**config.mk**
```make
export PLATFORM = sky130hd
export DESIGN_NAME = seq_scan_ctrl
export DESIGN_NICKNAME = d
export VERILOG_FILES = /design/src/rtl/seq_scan_ctrl.sv
export SDC_FILE = /design/constraint.sdc
export NUM_CORES = 1
export LEC_CHECK = 0
export CORE_MARGIN = 8
export CORE_UTILIZATION = 52
export CTS_CLUSTER_SIZE = 12
export DETAILED_ROUTE_END_ITERATION = 16
export PLACE_DENSITY_LB_ADDON = 0.08
export SLEW_MARGIN = 25
export SYNTH_ARGS = -nofsm -noshare
export SYNTH_HDL_FRONTEND = slang
export SYNTH_SLANG_ARGS = --single-unit
```
**constraint.sdc**
```tcl
create_clock -name clk -period 2.15 [get_ports clk]
set_input_delay 0.43 -clock clk [delete_from_list [all_inputs] [get_ports clk]]
set_output_delay 0.43 -clock clk [all_outputs]
set_load 0.1 [all_outputs]
```
**src/rtl/seq_scan_ctrl.sv**
```systemverilog
// seq_scan_ctrl: feeds a parallel word MSB-first into a serial Mealy detector,
// counts its match pulses and returns a {count, first, any} result record.
module seq_scan_ctrl #(
    parameter int WIDTH = 16,
    parameter int CNT_W = 5
) (
    input  logic             clk,
    input  logic             reset,
    input  logic             word_valid,
    input  logic [WIDTH-1:0] word_data,
    output logic             word_ready,
    input  logic             abort,
    output logic             det_clr,
    output logic             det_en,
    output logic             det_in,
    input  logic             det_y,
    output logic             res_valid,
    input  logic             res_ready,
    output logic [CNT_W-1:0] res_count,
    output logic [CNT_W-1:0] res_first,
    output logic             res_any
);

    typedef enum logic [1:0] {IDLE, CLEAR, SHIFT, DONE} state_t;

    state_t           state, state_next;
    logic [WIDTH-1:0] shreg;
    logic [CNT_W-1:0] bit_idx;
    logic [CNT_W-1:0] match_cnt;
    logic [CNT_W-1:0] first_pos;
    logic             any_seen;

    logic [CNT_W-1:0] cnt_upd;
    logic [CNT_W-1:0] first_upd;
    logic             any_upd;
    logic             last_bit;
    logic             accept;
    logic             shifting;

    // Match accumulation for the current bit; the detector output only counts in SHIFT.
    always_comb begin
        cnt_upd   = match_cnt;
        first_upd = first_pos;
        any_upd   = any_seen;
        last_bit  = (bit_idx == CNT_W'(WIDTH - 1));
        if (state == SHIFT && det_y) begin
            if (match_cnt != '1) begin
                cnt_upd = match_cnt + 1'b1;
            end
            if (!any_seen) begin
                first_upd = bit_idx;
                any_upd   = 1'b1;
            end
        end
    end

    // Next-state and handshake/detector control; abort overrides normal flow.
    always_comb begin
        state_next = state;
        word_ready = 1'b0;
        det_clr    = 1'b0;
        det_en     = 1'b0;
        det_in     = 1'b0;
        res_valid  = 1'b0;
        accept     = 1'b0;
        shifting   = 1'b0;
        case (state)
            IDLE: begin
                word_ready = !abort;
                if (word_valid && !abort) begin
                    accept     = 1'b1;
                    state_next = CLEAR;
                end
            end
            CLEAR: begin
                det_clr    = 1'b1;
                state_next = abort ? IDLE : SHIFT;
            end
            SHIFT: begin
                if (abort) begin
                    det_clr    = 1'b1;
                    state_next = IDLE;
                end else begin
                    det_en   = 1'b1;
                    det_in   = shreg[WIDTH-1];
                    shifting = 1'b1;
                    if (last_bit) begin
                        state_next = DONE;
                    end
                end
            end
            DONE: begin
                res_valid = 1'b1;
                if (abort || res_ready) begin
                    state_next = IDLE;
                end
            end
            default: state_next = IDLE;
        endcase
    end

    // State, datapath and result registers; results latch only on the last shifted bit.
    always_ff @(posedge clk) begin
        if (reset) begin
            state     <= IDLE;
            shreg     <= '0;
            bit_idx   <= '0;
            match_cnt <= '0;
            first_pos <= '0;
            any_seen  <= 1'b0;
            res_count <= '0;
            res_first <= '0;
            res_any   <= 1'b0;
        end else begin
            state <= state_next;
            if (accept) begin
                shreg     <= word_data;
                bit_idx   <= '0;
                match_cnt <= '0;
                first_pos <= '0;
                any_seen  <= 1'b0;
            end else if (shifting) begin
                shreg     <= {shreg[WIDTH-2:0], 1'b0};
                bit_idx   <= bit_idx + 1'b1;
                match_cnt <= cnt_upd;
                first_pos <= first_upd;
                any_seen  <= any_upd;
                if (last_bit) begin
                    res_count <= cnt_upd;
                    res_first <= first_upd;
                    res_any   <= any_upd;
                end
            end
        end
    end

endmodule

```
* Word level (Yosys, flattened, before mapping) *
Index checks and enable logic that the tools add are counted.

word-level totals
  flip-flop bits (word level) = 45
  latch bits = 0
  memory bits (writable) = 0
  ROM bits = 0
  bits of input ports = 22
  output and inout port bits = 16
  logic and storage cells = 52
  memories = 0

operators by class
  add/sub/neg operators = 2
  multipliers = 0
  divide/modulo/power cells = 0
  magnitude comparators = 0
  equal/unequal tests = 8
  shift operators = 0
  multiplexer cells = 23
  bitwise gates (word level) = 1
  reduce and logical (&&, ||, !) cells = 9

operator list
  kind                                                 count
  2-to-1 mux 16 bit                                    2
  2-to-1 mux 5 bit                                     4
  adder 5 x 1 -> 5 bit, second input constant          2
  2-to-1 mux 1 bit                                     10
  2-to-1 mux 2 bit                                     5
  one-hot mux 2 bit (4 select lines)                   1
  AND reduction 3 bit                                  2
  equality test 5 x 4 -> 1 bit, second input constant  1
  inequality test 5 bit, second input constant         1
  equality test 2 bit, second input constant           2
  inequality test 2 bit, second input constant         2
  inequality test 3 bit, second input constant         1
  equality test 2 x 1 -> 1 bit, second input constant  1
  logical AND 1 bit                                    2
  zero test 2 bit                                      1
  one-hot mux 1 bit (2 select lines)                   1
  nonzero test 2 bit                                   1
  OR reduction 2 bit                                   1
  zero test 1 bit                                      1
  logical OR 1 bit                                     1
  inverter 1 bit                                       1

* Longest topological paths before layout *
Gate-level depths: netlist of run 1.

  depth in word-level cells = 6
  depth in mapped cells = 9
  mapped depth without buffers = 7

* Worst setup path before layout of run 1 *
No wires, ideal clock.

  path kind = register to output
  start point = reg state[0]
  end point = out det_in
  arrival = 2,155 ps
  data required time = 1,720 ps
  slack = -435 ps
  cell stages (with the launch flop) = 8
  buffers on the path = 2
  path through = dfxtp_1 > inv_1 > ha_1 > buf_4 > nand2_4 > inv_2 > buf_2 > and2_1

on the way
  word-level cells in the longest chain between the ends = 2

ends and longest elaborated chain
  element                 RTL line  RTL
  from (decl)             26        state_t state, state_next;
  from (signal assigned)  115       state <= state_next;
  equality test 2 bit     67        case (state)
  2-to-1 mux 1 bit        67
  to (decl)               15        output logic det_in,

No other way between the ends.

* Final worst setup path of run 1 *
Ends and elaborated chain as after synthesis.

==> run_results.csv, run 1 <==
group,metric,value,unit
layout,drive_gt1_frac,0.141,
routing,via_count,1810,
worst_setup_path,slowest_stage,"dfxtp_1",
sta,period_minus_slack,2060,ps
layout,nets,320,
floorplanning,start_util,0.529,
worst_setup_path,critical_path.max_fanout,8,
floorplanning,core,0.00394,mm2
floorplanning,dieArea,0.00629,mm2
sta,final-hold-violation-count,0,
routing,drt_first_pass_iters,5,
floorplanning,die_w,79.3,um
routing,drtIter0Drc,125,
logic_synthesis,synthTopCellsByArea,"dfxtp_1, nand2_1, a311oi_1, nor2_1, ha_1",
sta,hold_ws,472,ps
routing,viasPerCell,5.32,
worst_setup_path,crit_chain,"inv_1 -> ha_2 -> nand2_4 -> inv_2 -> and2_2 -> buf_12",
placement,dp_hpwl,3220,um
logic_synthesis,synth_edf_count,0,
layout,n_antenna_cell,0,
routing,wl,4430,um
sta,setup_slack,93.8,ps
clocking,tritoncts,"built",
global_route,grt_antenna_before_repair,0,
outcome,outcome,"completed",
routing,routed.top_layer,"met4",
worst_setup_path,startpoint_type,"flip-flop",
logic_synthesis,synth_ff_type,"dfxtp_1",
global_route,grt_pass1_wl,7540,um
pwr,power.density,642,mW/mm2
logic_synthesis,synthArstFlopShare,0,
floorplanning,rows,23,
layout,seqCellArea,901,um2
layout,area_growth,27.4,%
routing,ant_nets,0,
clocking,clk_pin_slew_worst_paths,80,ps
clocking,clockRootBuffer,"clkbuf_8",
pwr,p_leak,1.01,nW
sta,skew,5.88,ps
global_route,grt_pass1_vias,1719,
sta,fmax,486,MHz
clocking,clockBufferDepth,2,
routing,wl_met1,2160,um
placement,post-place-ws,50.5,ps
sta,tightest_slew,347,ps
routing,wl_met3,231,um
routing,drc,0,
worst_setup_path,cpPeakStageDelay,350,ps
logic_synthesis,syn_avg_cell_area,8.24,um2
clocking,clk_latency,290,ps
worst_setup_path,endpoint_kind,"primary output",
logic_synthesis,synth_seq_cells,45,
sta,slew_viol_final,0,
sta,slew_headroom,0.768,
clocking,cts_sinks,45,
floorplanning,io_pins,38,
worst_hold_path,hold_path.class,"reg -> reg",
global_route,grt_usage,0.148,
logic_synthesis,syn_inst,253,
routing,dr_wl_met2,2000,um
clocking,cts_made_buffers,5,
global_route,grt_overflow,0,
sta,rsz0062_at_grt,"false",
routing,wl_per_cell,13.0,um
layout,num-fill-cells,338,
logic_synthesis,seq_area_frac_synth,0.432,
sta,finalCritPeriodShare,0.956,
pwr,peakVddDrop,390,uV
global_route,grt_max_degree,32,
clocking,cts_hold_buf,0,
clocking,cts_htree_levels,2,
logic_synthesis,syn-num-nets,283,
worst_setup_path,criticalPathCategory,"reg -> out",
placement,gp_congestion,0.812,
placement,portBuffers,37,
logic_synthesis,synth_common_cells,"dfxtp_1, nand2_1, nor2_1",
logic_synthesis,yosys_warnings,0,
logic_synthesis,syn_area,0.00208,mm2
worst_setup_path,cp.arrival,1630,ps
sta,setup_viol,0,
layout,multiInputGateArea,0.00108,mm2
logic_synthesis,yosysUniqueCellTypes,35,
worst_setup_path,crit_required,1720,ps
logic_synthesis,yosys.area.top_type,"dfxtp_1",
run,max_cap_viol_count,0,
logic_synthesis,synth.top_cell.area_share,0.432,
floorplanning,die_y,79.3,um
-- through the flow --
step,total power [mW],cells,cell area [um2],util,setup TNS (ps)
final,1.70,340,2660,0.673,0
after global routing,1.77,340,2660,0.673,0
after CTS,1.72,340,2660,0.673,0
after detailed placement,1.11,333,2550,0.646,0
after global placement,1.11,333,2550,0.646,0
after floorplan,1.02,253,2090,-,-170
-- cell type report --
class / instances / share of cell area
tap: 50 / 0.0236
timing repair buffer: 48 / 0.184
clock inverter: 2 / 0.0132
clock buffer: 5 / 0.0259
inverter: 6 / 0.00848
multi-input combinational: 184 / 0.406
sequential: 45 / 0.339
-- timing repair --
item / 4_1_cts / 5_1_grt
gates resized for setup: 1 / 0
setup buffers: 0 / 0
setup endpoints to repair: 1 / 0
-- report_power, final --
group	internal (mW)	total, mW	switching (mW)
Clock	0.338	0.611	0.273
Combinational	0.0969	0.215	0.118
Sequential	0.861	0.878	0.0168
Total	1.30	1.70	0.407
-- critical path, delay by kind of cell, from the launching register on --
kind,cells,cell delay [ps]
adders and majority gates,1,320
DFF,1,350
and+or+nand+nor,2,250
buffers and inverters,3,410
-- placed cells by master, fill, tap and decap left out, types with 2 or more instances in the layout --
| master | count |
|---|---|
| nand2_1 | 45 |
| dfxtp_1 | 45 |
| nor2_1 | 39 |
| clkdlybuf4s50_1 | 21 |
| buf_4 | 21 |
| a311oi_1 | 18 |
| a21oi_1 | 16 |
| a211oi_1 | 9 |
| mux2i_1 | 7 |
| o21ai_0 | 7 |
| ha_1 | 7 |
| buf_12 | 6 |
| inv_1 | 5 |
| nand3_1 | 5 |
| clkbuf_8 | 5 |
| xor2_1 | 4 |
| nand2b_1 | 3 |
| and3_1 | 2 |
| and2_1 | 2 |
| a21boi_0 | 2 |
| nand4_1 | 2 |
| xnor2_1 | 2 |
| a31oi_1 | 2 |
-- state kept, by name, indices dropped and copies added (netlist names) --
register   count
shreg         16
bit_idx        5
first_pos      5
match_cnt      5
res_count      5
res_first      5
state          2
any_seen       1
res_any        1
-- logic make-up (layout without fill, tap and decap cells) --
logic type / Yosys count / count (layout) / synth area share
simple gates: 107 / 107 / 0.222
compound gates: 56 / 56 / 0.184
flops: 45 / 45 / 0.432
buf+inv: 24 / 61 / 0.0546
fa+ha+maj: 8 / 8 / 0.0480
mux: 7 / 7 / 0.0336
xor+xnor: 6 / 6 / 0.0252
-- per-layer routing --
layer	track usage	vias to the layer above
met5	0	-
met4	0.0519	0
met3	0.0542	5
met2	0.235	32
met1	0.179	823
li1	-	950
-- final timing paths --
| check | startpoint | end | slack, ps | depth (start not counted) |
|---|---|---|---|---|
| min reg2reg | shreg[0]$_SDFFE_PP0P_ | shreg[0]$_SDFFE_PP0P_ | 470 | 2 |
| max reg2reg | state[0]$_SDFFE_PP0P_ | shreg[4]$_SDFFE_PP0P_ | 310 | 7 |
| max | state[0]$_SDFFE_PP0P_ | det_in | 90 | 6 |
| min | shreg[0]$_SDFFE_PP0P_ | shreg[0]$_SDFFE_PP0P_ | 470 | 2 |
Note: power is estimated with default switching activity, not from simulation.
==> inputs of run 2 (changes only) <==
Settings changed: CTS_CLUSTER_DIAMETER from default to 100.
==> results of run 2 <==
No change in the layout: final DEF, timing and power equal those of run 1.
